===== config.mk =====
export PLATFORM = sky130hd
export DESIGN_NAME = blocking_in_accumulator
export DESIGN_NICKNAME = d
export VERILOG_FILES = /design/src/rtl/blocking_in_accumulator.sv
export SDC_FILE = /design/constraint.sdc
export NUM_CORES = 1
export LEC_CHECK = 0
export ABC_AREA = 0
export CORE_MARGIN = 1
export CORE_UTILIZATION = 66
export CTS_BUF_LIST = sky130_fd_sc_hd__clkbuf_2 sky130_fd_sc_hd__clkbuf_4 sky130_fd_sc_hd__clkbuf_8
export CTS_CLUSTER_SIZE = 30
export DETAILED_ROUTE_END_ITERATION = 8
export DONT_BUFFER_PORTS = 1
export PLACE_DENSITY = 0.81
export SKIP_CTS_REPAIR_TIMING = 1
export SYNTH_ARGS = -nofsm -noshare
export SYNTH_HDL_FRONTEND = slang
export SYNTH_SLANG_ARGS = --single-unit

===== constraint.sdc =====
create_clock -name clk -period 2.75 [get_ports clk]
set_input_delay 0.4125 -clock clk [delete_from_list [all_inputs] [get_ports clk]]
set_output_delay 0.4125 -clock clk [all_outputs]
set_load 0.1 [all_outputs]

===== src/rtl/blocking_in_accumulator.sv =====
// blocking_in_accumulator
//   Consumer end of the blocking sync/notify handshake. Reads COUNT signed
//   values from the input port and sums them (wrapping modulo 2^WIDTH), then
//   offers the block sum plus a signed-overflow flag on the output port and
//   returns to reading once the reader has taken it.
//
// Ports
//   clk           rising-edge clock
//   rst           asynchronous active-high reset
//   b_in          input data, sampled only on an input transfer
//   b_in_sync     writer offers b_in this cycle
//   b_in_notify   block is ready to read (read_st)
//   b_out         block sum, valid while b_out_notify=1
//   b_out_sync    reader accepts b_out this cycle
//   b_out_notify  block offers b_out (write_st)
//   ovf_out       signed overflow occurred during the block on b_out
//   blk_cnt_out   completed output transfers since reset, wraps 255->0
//
// A transfer happens at a rising edge when notify and sync are both 1.
// Every output comes straight from a flop; the notify pair is decoded from
// the single state flop, so they can never be high together.
module blocking_in_accumulator #(
  parameter int COUNT = 4,
  parameter int WIDTH = 32
) (
  input  logic             clk,
  input  logic             rst,
  input  logic [WIDTH-1:0] b_in,
  input  logic             b_in_sync,
  output logic             b_in_notify,
  output logic [WIDTH-1:0] b_out,
  input  logic             b_out_sync,
  output logic             b_out_notify,
  output logic             ovf_out,
  output logic [7:0]       blk_cnt_out
);

  typedef enum logic {READ_ST = 1'b0, WRITE_ST = 1'b1} state_t;

  localparam logic [7:0] LAST = 8'(COUNT - 1);

  state_t           state, state_n;
  logic [WIDTH-1:0] acc, acc_n;
  logic [7:0]       cnt, cnt_n;
  logic             ovf, ovf_n;
  logic [WIDTH-1:0] out_n;
  logic             ovf_out_n;
  logic [7:0]       blk_n;

  logic [WIDTH-1:0] sum;
  logic             ovf_step;

  // Signed overflow: both operands share a sign and the wrapped sum does not.
  assign sum      = acc + b_in;
  assign ovf_step = (acc[WIDTH-1] == b_in[WIDTH-1]) && (sum[WIDTH-1] != acc[WIDTH-1]);

  always_comb begin
    state_n   = state;
    acc_n     = acc;
    cnt_n     = cnt;
    ovf_n     = ovf;
    out_n     = b_out;
    ovf_out_n = ovf_out;
    blk_n     = blk_cnt_out;
    case (state)
      READ_ST: begin
        if (b_in_sync) begin
          if (cnt == LAST) begin
            // Last word of the block: publish and clear the running state.
            out_n     = sum;
            ovf_out_n = ovf | ovf_step;
            acc_n     = '0;
            cnt_n     = '0;
            ovf_n     = 1'b0;
            state_n   = WRITE_ST;
          end else begin
            acc_n = sum;
            cnt_n = cnt + 8'd1;
            ovf_n = ovf | ovf_step;
          end
        end
      end
      WRITE_ST: begin
        // b_out/ovf_out hold; input side is ignored until the reader takes it.
        if (b_out_sync) begin
          blk_n   = blk_cnt_out + 8'd1;
          state_n = READ_ST;
        end
      end
      default: state_n = READ_ST;
    endcase
  end

  always_ff @(posedge clk or posedge rst) begin
    if (rst) begin
      state       <= READ_ST;
      acc         <= '0;
      cnt         <= '0;
      ovf         <= 1'b0;
      b_out       <= '0;
      ovf_out     <= 1'b0;
      blk_cnt_out <= '0;
    end else begin
      state       <= state_n;
      acc         <= acc_n;
      cnt         <= cnt_n;
      ovf         <= ovf_n;
      b_out       <= out_n;
      ovf_out     <= ovf_out_n;
      blk_cnt_out <= blk_n;
    end
  end

  assign b_in_notify  = (state == READ_ST);
  assign b_out_notify = (state == WRITE_ST);

endmodule


==> summary.md <==
| Metric | Value |
|---|---|
| Seq cells post-synth | 83 |
| Post-route ant nets | 0 |
| Worst-Margin Slew | just over 1 ns |
| Synth async-reset ratio | 1.00 |
| Vias | 3,974 |
| CTS tree | built |
| Crit path capture type | register |
| H-tree Lvls | 3 |
| Highest clock rate | 373 MHz |
| Crit path max fanout | 5 |
| Reg area | 2080 sq um |
| Final setup viols | 0 |
| Synth top area share | 0.424 |
| Ys Warns | 0 |
| 1st-pass router iterations | 4 |
| Root Driver | clkbuf_8 |
| Die H | 88.2 microns |
| Area of the multi-input gates | about 2800 sq um |
| Die area | 7780 sq um |
| Filler Cell Count | 491 |
| Critical Path Start | acc[4] |
| Total gr overflow | 0 |
| Top post-synthesis cells by count | 91 x nand2_1, 83 x dfrtp_1, 33 x ha_1 |
| Syn nets | 585 |
| Clock Latency Late Sink | around 0.37 ns |
| Yosys top cell by area | dfrtp_1 |
| Post-detail-place hpwl | ~8700 microns |
| Layout Cells excl Fill | around 640 |
| Post-synth EDFFs | 0 |
| Primary FF master, synth | dfrtp_1 |
| WHS | 0.0159 ns |
| Ports | between 70 and 80 |
| Xor and xnor area share after synthesis | 0.0725 |
| Initial antenna violation count | 0 |
| Rows | 31 |
| First-pass GRT wire length | 18,700 microns |
| Cell area after synthesis | between 4000 and 5000 sq um |
| Max-cap violations | 0 |
| CTS Buf Count | 9 |
| Worst Skew | around 0.014 ns |
| Final Hold Vio Count | 0 |
| DR WL/cell | 18.4 microns |
| Largest net degree at the start of global routing | 43 |
| Initial DRC Count | 228 |
| Total wire length | approximately 12,000 microns |
| Status | finished, final reports clean |
| Average size of a mapped cell | between 9 and 10 sq um |
| Top cells by area, synth | dfrtp_1 42%, ha_1 8.4%, nand2_1 7.0%, xnor2_1 4.3%, a22o_1 3.8% |
| Vias/cell | 6.24 |
| Area Growth Syn to Fin | 11.8% |
| Placer congestion estimate | around 0.89 |
| Port buffer count | 0 |
| Post-synthesis adder-cell area fraction | 0.0883 |
| Ant diodes | 0 |
| Core Region | 7210 sq um |
| Final Critical Period | 2.68 ns |
| Pins Over Slew Limit | 0 |
| DRC viols | 0 |
| Global-route usage over all layers | 0.312 |
| RR Startpoint | acc[4] |
| Netlist cell types | 51 |
| RSZ-0062 raised after global routing | true |
| Placed insts | just over 600 |
| Largest family of logic cells by synthesized area | compound AO/OA/AOI/OAI gates |
| End of the critical path | b_out[29] |
| Reg2Reg Setup Slack | between 0.07 and 0.08 ns |
| Die Wd | roughly 88 microns |
| Max Buffers Root-to-Sink | 2 |
| Sink Count | 83 |
| Mux share of post-synthesis cell area | 0.0316 |
| Simple-gate share of the synthesized area | 0.154 |
| Kind of critical path | register to register |
| Period utilization | 0.974 |
| Crit path DAT | 2.92 ns |
| Post-Syn Instances | a little over 500 |
| R2R Path End | b_out[29] |
| Layout Nets | 603 |
| Initial Util | 0.680 |
| Vias in the first global route | 4,003 |
| CTS clock-pin slew for the worst setup and hold paths | 0.10 ns |
| Most numerous cell in the Yosys netlist | nand2_1 |
| Register area share after synthesis | 0.424 |
| Reg2reg path depth | 9 |
| Tightest Hold Check Type | input pin to asynchronous set/reset pin |
| Worst path required time | 2.99 ns |
| Share of layout cells above drive strength 1 | 0.141 |
| Crit path launch type | register |
| Slew headroom | 0.328 |
| Synth Area in Compound Gates | 0.205 |
==> flip-flops by register name, indices dropped and copies added (netlist names) <==
name          cells
cnt               8
b_out_notify      1
b_out            32
blk_cnt_out       8
ovf_out           1
ovf               1
acc              32
==> critical path, stage by stage, from the launching register on <==
cell and delay, ns:
dfrtp_1 0.40, ha_1 0.35, nand2_1 0.12, o31a_1 0.36
a21oi_2 0.25, nor3_4 0.09, a31o_1 0.28, a21o_2 0.29
a2111oi_2 0.33, nor2_1 0.08
==> worst min-delay path by stage <==
stage / startpoint / to / slack (ns) / cells past startpoint
2_1_floorplan: cnt[7] / cnt[7] / 0.43 / 1
3_3_place_gp: rst / blk_cnt_out[5] / 0.43 / 1
3_5_place_dp: rst / blk_cnt_out[5] / 0.44 / 1
4_1_cts: rst / blk_cnt_out[6] / 0.05 / 1
5_1_grt: rst / blk_cnt_out[6] / 0.09 / 1
6_report: rst / blk_cnt_out[6] / 0.02 / 1
==> routing by layer <==
layer	vias up	part of all wire	GRT usage
met5	-	0	0
met4	0	0.018	0.133
met3	21	0.059	0.0631
met2	118	0.50	0.522
met1	1947	0.42	0.391
li1	1888	-	-
==> logic make-up (layout without fill, tap and decap cells) <==
kind of cell,Yosys count,in the layout
AND/OR/NAND/NOR,169,169
AO/OA/AOI/OAI,147,147
flip-flops,83,83
XOR/XNOR,39,39
adder cells (fa/ha/maj),34,34
buffers and inverters,29,52
multiplexers,14,14
==> layout make-up <==
| type | instances | share of cell area |
|---|---|---|
| clock buffers | 11 | 0.0253 |
| clock inverters | 5 | 0.0201 |
| inverters | 6 | 0.00502 |
| multi-input cells | 403 | 0.502 |
| flip-flops and latches | 83 | 0.379 |
| well taps | 99 | 0.0226 |
| repair buffers | 30 | 0.0456 |
==> placed cells by master, fill, tap and decap left out, types with 5 or more instances in the layout <==
master | netlist | final
a21o_1 | 13 | 12
nor2_1 | 28 | 28
clkbuf_8 | 0 | 9
o21ai_1 | 5 | 5
o21bai_1 | 6 | 6
a21oi_1 | 30 | 29
dfrtp_1 | 83 | 82
xnor2_1 | 24 | 24
and3_1 | 6 | 6
mux2_2 | 11 | 11
xor2_1 | 14 | 14
a211oi_1 | 7 | 7
a22o_1 | 21 | 21
nor2b_1 | 5 | 5
o31ai_1 | 5 | 5
buf_4 | 2 | 28
nand3_1 | 14 | 14
nand2_1 | 91 | 90
ha_1 | 33 | 33
o21ai_0 | 31 | 30
nand4_1 | 9 | 9
==> through the flow <==
stage / area, sq um / utilization / TNS (ns) / setup slack, ns
CTS: 5410 / 0.750 / -0.0117 / -0.0117
global placement: 5160 / 0.716 / -0.0162 / -0.0162
global route: 5480 / 0.760 / -0.191 / -0.0561
finish: 5480 / 0.760 / 0 / 0.0711
detailed placement: 5160 / 0.716 / 0 / 0.00301
floorplan: 4910 / - / 0 / 0.0136
Power is left out: the tool's default activity adds up to more than one toggle a clock period on the data nets, which glitch-free logic cannot reach.
